**src/rtl/uart_tx_frame_engine.sv**
```systemverilog
// ---------------------------------------------------------------------------
// uart_tx_frame_engine
//
// UART transmit path. Words are queued through a valid/ready write port into
// a small FIFO. Each frame is built from a popped word and a snapshot of the
// line control fields (data length, parity mode, stop bits), then shifted
// out on tx at one bit per baud_clk cycle. A break request holds the line
// low between frames.
//
// Handshake: a word is accepted on a rising edge where data_valid and
// data_ready are both high. data_ready is high whenever the FIFO is not
// full. A write presented while data_ready is low is dropped and changes
// nothing.
//
// Ports
//   baud_clk          bit clock, all state updates on its rising edge
//   rst               asynchronous active-high reset
//   line_control_reg  [3:0] data_len, [4] stop2, [6:5] parity mode
//                     (00 none, 01 odd, 10 even, 11 mark)
//   data_input        word to transmit
//   data_valid        write request
//   data_ready        FIFO not full
//   set_break         hold the line low once the current frame ends
//   tx                registered serial line, idles at 1
//   busy              a frame or break is on the line
//   frame_done        one-cycle pulse during the final stop bit
//   fifo_count        current FIFO occupancy
// ---------------------------------------------------------------------------
module uart_tx_frame_engine #(
    parameter int DATA_W     = 8,
    parameter int FIFO_DEPTH = 4
) (
    input  logic                              baud_clk,
    input  logic                              rst,
    input  logic [6:0]                        line_control_reg,
    input  logic [DATA_W-1:0]                 data_input,
    input  logic                              data_valid,
    output logic                              data_ready,
    input  logic                              set_break,
    output logic                              tx,
    output logic                              busy,
    output logic                              frame_done,
    output logic [$clog2(FIFO_DEPTH+1)-1:0]   fifo_count
);

    localparam int CNT_W = $clog2(FIFO_DEPTH + 1);
    localparam int PTR_W = $clog2(FIFO_DEPTH);
    localparam logic [3:0] MIN_LEN = 4'd5;
    localparam logic [3:0] MAX_LEN = 4'(DATA_W);

    typedef enum logic [2:0] {
        IDLE   = 3'd0,
        START  = 3'd1,
        DATA   = 3'd2,
        PARITY = 3'd3,
        STOP   = 3'd4,
        BREAK  = 3'd5
    } state_t;

    state_t state;

    // ------------------------------------------------------------------
    // FIFO
    // ------------------------------------------------------------------
    logic [DATA_W-1:0] mem [FIFO_DEPTH];
    logic [PTR_W-1:0]  wr_ptr;
    logic [PTR_W-1:0]  rd_ptr;
    logic              fifo_empty;
    logic              push;
    logic              pop;
    logic [DATA_W-1:0] head;

    assign data_ready = (fifo_count != CNT_W'(FIFO_DEPTH));
    assign fifo_empty = (fifo_count == '0);
    assign push       = data_valid && data_ready;
    assign head       = mem[rd_ptr];

    // ------------------------------------------------------------------
    // Frame registers (snapshot taken when a word is popped)
    // ------------------------------------------------------------------
    logic [DATA_W-1:0] f_shift;
    logic [3:0]        f_len;
    logic              f_par_en;
    logic              f_par;
    logic              f_stop2;
    logic [3:0]        bit_cnt;
    logic              stop_cnt;

    // The decision point is IDLE or the edge that ends the last stop bit;
    // this is what makes back-to-back frames gapless.
    logic at_decision;
    assign at_decision = (state == IDLE) ||
                         ((state == STOP) && (stop_cnt == f_stop2));
    assign pop = at_decision && !set_break && !fifo_empty;

    // ------------------------------------------------------------------
    // Line control decode for the word about to be popped
    // ------------------------------------------------------------------
    logic [3:0]        dec_len;
    logic [DATA_W-1:0] dec_mask;
    logic              dec_xor;
    logic              dec_par;

    always_comb begin
        dec_len = line_control_reg[3:0];
        if (line_control_reg[3:0] < MIN_LEN) begin
            dec_len = MIN_LEN;
        end else if (line_control_reg[3:0] > MAX_LEN) begin
            dec_len = MAX_LEN;
        end

        // Bits above the frame length must not contribute to parity.
        dec_mask = '0;
        for (int i = 0; i < DATA_W; i++) begin
            dec_mask[i] = (i < int'(dec_len));
        end
        dec_xor = ^(head & dec_mask);

        dec_par = 1'b0;
        case (line_control_reg[6:5])
            2'b01:   dec_par = ~dec_xor;
            2'b10:   dec_par = dec_xor;
            2'b11:   dec_par = 1'b1;
            default: dec_par = 1'b0;
        endcase
    end

    // ------------------------------------------------------------------
    // FIFO storage and pointers
    // ------------------------------------------------------------------
    always_ff @(posedge baud_clk) begin
        if (push) begin
            mem[wr_ptr] <= data_input;
        end
    end

    always_ff @(posedge baud_clk or posedge rst) begin
        if (rst) begin
            wr_ptr     <= '0;
            rd_ptr     <= '0;
            fifo_count <= '0;
        end else begin
            if (push) begin
                wr_ptr <= wr_ptr + PTR_W'(1);
            end
            if (pop) begin
                rd_ptr <= rd_ptr + PTR_W'(1);
            end
            case ({push, pop})
                2'b10:   fifo_count <= fifo_count + CNT_W'(1);
                2'b01:   fifo_count <= fifo_count - CNT_W'(1);
                default: fifo_count <= fifo_count;
            endcase
        end
    end

    // ------------------------------------------------------------------
    // Frame FSM. tx, busy and frame_done are registered and always reflect
    // the state being entered.
    // ------------------------------------------------------------------
    always_ff @(posedge baud_clk or posedge rst) begin
        if (rst) begin
            state      <= IDLE;
            tx         <= 1'b1;
            busy       <= 1'b0;
            frame_done <= 1'b0;
            f_shift    <= '0;
            f_len      <= MIN_LEN;
            f_par_en   <= 1'b0;
            f_par      <= 1'b0;
            f_stop2    <= 1'b0;
            bit_cnt    <= '0;
            stop_cnt   <= 1'b0;
        end else begin
            frame_done <= 1'b0;
            if (at_decision) begin
                if (set_break) begin
                    state <= BREAK;
                    tx    <= 1'b0;
                    busy  <= 1'b1;
                end else if (!fifo_empty) begin
                    state    <= START;
                    tx       <= 1'b0;
                    busy     <= 1'b1;
                    f_shift  <= head;
                    f_len    <= dec_len;
                    f_par_en <= |line_control_reg[6:5];
                    f_par    <= dec_par;
                    f_stop2  <= line_control_reg[4];
                end else begin
                    state <= IDLE;
                    tx    <= 1'b1;
                    busy  <= 1'b0;
                end
            end else begin
                case (state)
                    START: begin
                        state   <= DATA;
                        tx      <= f_shift[0];
                        f_shift <= f_shift >> 1;
                        bit_cnt <= 4'd1;
                    end
                    DATA: begin
                        // bit_cnt counts data bits already placed on tx.
                        if (bit_cnt == f_len) begin
                            if (f_par_en) begin
                                state <= PARITY;
                                tx    <= f_par;
                            end else begin
                                state      <= STOP;
                                tx         <= 1'b1;
                                stop_cnt   <= 1'b0;
                                frame_done <= !f_stop2;
                            end
                        end else begin
                            tx      <= f_shift[0];
                            f_shift <= f_shift >> 1;
                            bit_cnt <= bit_cnt + 4'd1;
                        end
                    end
                    PARITY: begin
                        state      <= STOP;
                        tx         <= 1'b1;
                        stop_cnt   <= 1'b0;
                        frame_done <= !f_stop2;
                    end
                    STOP: begin
                        // Only reached here for the first of two stop bits.
                        stop_cnt   <= 1'b1;
                        tx         <= 1'b1;
                        frame_done <= 1'b1;
                    end
                    BREAK: begin
                        // Leaving through IDLE guarantees one mark cycle
                        // before any following start bit.
                        if (!set_break) begin
                            state <= IDLE;
                            tx    <= 1'b1;
                            busy  <= 1'b0;
                        end else begin
                            tx <= 1'b0;
                        end
                    end
                    default: begin
                        state <= IDLE;
                        tx    <= 1'b1;
                        busy  <= 1'b0;
                    end
                endcase
            end
        end
    end

endmodule

```
**config.mk**
```make
export PLATFORM = sky130hd
export DESIGN_NAME = uart_tx_frame_engine
export DESIGN_NICKNAME = d
export VERILOG_FILES = /design/src/rtl/uart_tx_frame_engine.sv
export SDC_FILE = /design/constraint.sdc
export NUM_CORES = 1
export LEC_CHECK = 0
export BUFFER_PORTS_ARGS = -buffer_cell sky130_fd_sc_hd__buf_2
export CORE_MARGIN = 5
export CORE_UTILIZATION = 40
export CTS_BUF_LIST = sky130_fd_sc_hd__clkbuf_16
export CTS_CLUSTER_SIZE = 25
export DETAILED_ROUTE_END_ITERATION = 16
export SLEW_MARGIN = 20
export SYNTH_ARGS = -nofsm -noshare
export SYNTH_HDL_FRONTEND = slang
export SYNTH_SLANG_ARGS = --single-unit
```
**constraint.sdc**
```tcl
create_clock -name baud_clk -period 3.48 [get_ports baud_clk]
set_input_delay 0.696 -clock baud_clk [delete_from_list [all_inputs] [get_ports baud_clk]]
set_output_delay 0.696 -clock baud_clk [all_outputs]
set_load 0.02 [all_outputs]
```
==> results.toml <==
[yosys]
yosysUniqueCellTypes = 38
synth_fp_nets = 259
syn_inst = 233
synth_area_per_cell_sq_um = 12.9
yosys_warnings = 0
seq_area_frac_synth_pct = 59.6
syn_area_sq_mm = 0.00301
synth_area_leaders = "edfxtp_1 32%, dfrtp_1 25%, mux4_2 3.7%, mux4_1 3.5%, nand2_1 3.2%"
synth_top_area_cell = "edfxtp_1"
yosys.area.top_type_share_pct = 32.0
ys_ff_latch = 65

[sta]
worst_pin_slew_ps = 541
hold_viol = 0
finalMaxSlewViolations = 0
rsz0062_at_grt = "no"
fmax_mhz = 421
finalCritPeriodShare_pct = 68.3
hold-worst-slack_ps = 458
fin_tns_setup_ps = 0
finalSetupViolCount = 0
relSlewSlack_pct = 63.9
fin_worst_skew_ps = 5.57
fin_ws_ps = 1100
fin_crit_ps = 2380

[cells_and_area]
final_util_pct = 48.3
fin_area_sq_mm = 0.00352
fill_cells = 681
antenna_cells = 0
final_common_cell = "edfxtp_1"
nNetsFinal = 292
final_cell_mix = "32 x edfxtp_1, 30 x dfrtp_1, 26 x nand2_1, 25 x buf_2, 15 x nor2_1"
syn_to_final_growth_pct = 17.1
drive_gt1_share_pct = 21.4

[placed_design]
dp_hpwl_mm = 3.86
place_congestion = 0.830
placed_area_sq_mm = 0.00325
io_buffers = 25
pre_cts_ws_ps = 1050

[clock_tree]
cts-htree-levels = 3
clk_latency_ps = 320
post_cts_resized = 0
cts_hold_buf = 0
cts_setup_buffers = 0
clkSlewWorstSetupHoldPaths_ps = 60
clockBufferDepth = 2
clockRootBuffer = "clkbuf_16"
cts_buffers = 9
cts_sinks = 65
cts_tree = "yes"

[floorplan]
num_io_pins = 26
initial_utilization_pct = 41.2
rows = 31
die_x_um = 96.7
die_h_um = 96.7
core_sq_mm = 0.00729
fp.dieArea_sq_mm = 0.00935

[detailed_routing]
antenna_left = 0
wl_per_cell_um = 14.6
drc = 0
wirelength_mm = 5.39
viasPerCell = 4.93
via_count = 1825
drt_iter0_markers = 137
dr.pass1.iters = 4

[setup_path]
cp_slowest_cell = "mux4_1"
reg2reg_from = "rd_ptr[0]"
critPathTopFamily = "multiplexers"
critPathBufInv = 0
regToRegSetupSlack_ps = 1100
reg2reg_to = "f_par"
cpPeakStageDelay_ps = 690
worst_ep_required_time_ps = 3680
rr_worst_depth = 5
path_cells = "mux4_1 > xnor2_1 > xnor2_1 > xnor3_1 > mux2i_1"
critical_path_class = "reg2reg"
startpoint_type = "flip-flop"
crit_arrival_ps = 2580
end_kind = "flip-flop"
worst_path_most_repeated_cell = "xnor2_1"
worstPathMaxFanout = 11

[global_route]
grt_max_degree = 34
grt_pass1_vias = 1851
antenna_found_initial = 0
grt_overflow = 0
grt_use_total_pct = 12.5
grt_pass1_wl_mm = 9.27

[run]
cap_violations = 0

[run_status]
status = "complete, no violations"

[power]
leakage_nw = 1.46
pwr_density_cell_mw_per_mm2 = 975
vdd_drop_max_mv = 0.423

[worst_hold_path]
hold_path.class = "in2async"
-- flip-flops by register name, indices dropped and copies added, names as in the netlist --
signal	cells
mem	32
f_shift	8
bit_cnt	4
f_len	4
fifo_count	3
state	3
rd_ptr	2
wr_ptr	2
busy	1
f_par	1
f_par_en	1
f_stop2	1
frame_done	1
stop_cnt	1
tx	1
-- per-layer routing --
metal  vias up  part of all wire (%)  global-route usage [%]
met4         0                   1.2                    4.21
met2        33                    48                    19.3
met3         7                   4.4                    4.46
met1       885                    46                    16.5
li1        900                     -                       -
met5         -                     0                       0
-- report_power, final --
part	internal, W	leakage, nW	switching, W
logic	0.000656	0.638	0.000673
registers	0.00108	0.696	0.000211
clock network	0.000479	0.131	0.000329
-- final cells by class --
cell class | count | area, sq um | area share [%]
Clock buffer | 9 | 225 | 6.39
Timing Repair Buffer | 30 | 163 | 4.62
Clock inverter | 7 | 47.5 | 1.35
Inverter | 10 | 37.5 | 1.07
Sequential cell | 65 | 1790 | 50.8
Tap cell | 99 | 124 | 3.52
Multi-Input combinational cell | 150 | 1130 | 32.2
-- Yosys cell counts, drive strengths merged --
master	instances
nor2b	4
o31ai	1
a41oi	1
and3	4
nand3	2
mux2i	9
or3b	1
a32oi	1
clkbuf	2
xnor2	11
o21a	3
xnor3	1
nand2	26
xor2	10
edfxtp	32
dfrtp	30
a21oi	13
ha	6
o21ai	14
mux4	9
dfstp	3
a22o	1
fa	1
nand4	2
nor2	15
buf	6
a21boi	1
or2	2
a21o	2
o22ai	1
o21bai	2
nand2b	2
inv	10
nor3	4
and2	1
-- stage by stage --
stage          power (W)  std cells
2_1_floorplan    0.00235        233
3_3_place_gp     0.00263        354
3_5_place_dp     0.00266        354
4_1_cts          0.00348        370
5_1_grt          0.00368        370
6_report         0.00343        370
-- kinds of logic after synthesis --
group	share of synthesized area, %
DFF	59.6
and+or+nand+nor	9.53
AOI/OAI and AO/OA	7.95
xor gates and xnor gates	6.87
buffers and inverters	2.71
muxes	10.2
adders and majority gates	3.16
-- worst register-to-register path: cells and delay by family, from the launching register on --
family,cells,cell delay (ps)
flip-flops,1,680
XOR/XNOR,3,760
multiplexers,2,820
-- worst max path at each step --
stage	startpoint	cells after the start	slack, ps	endpoint
2_1_floorplan	state[0]	12	990	fifo_count[2]
3_3_place_gp	rd_ptr[0]	5	1140	f_par
3_5_place_dp	rd_ptr[0]	5	1050	f_par
4_1_cts	rd_ptr[0]	5	1050	f_par
5_1_grt	rd_ptr[0]	5	950	f_par
6_report	rd_ptr[0]	5	1100	f_par
No activity file was read; power rests on OpenSTA's default activity.
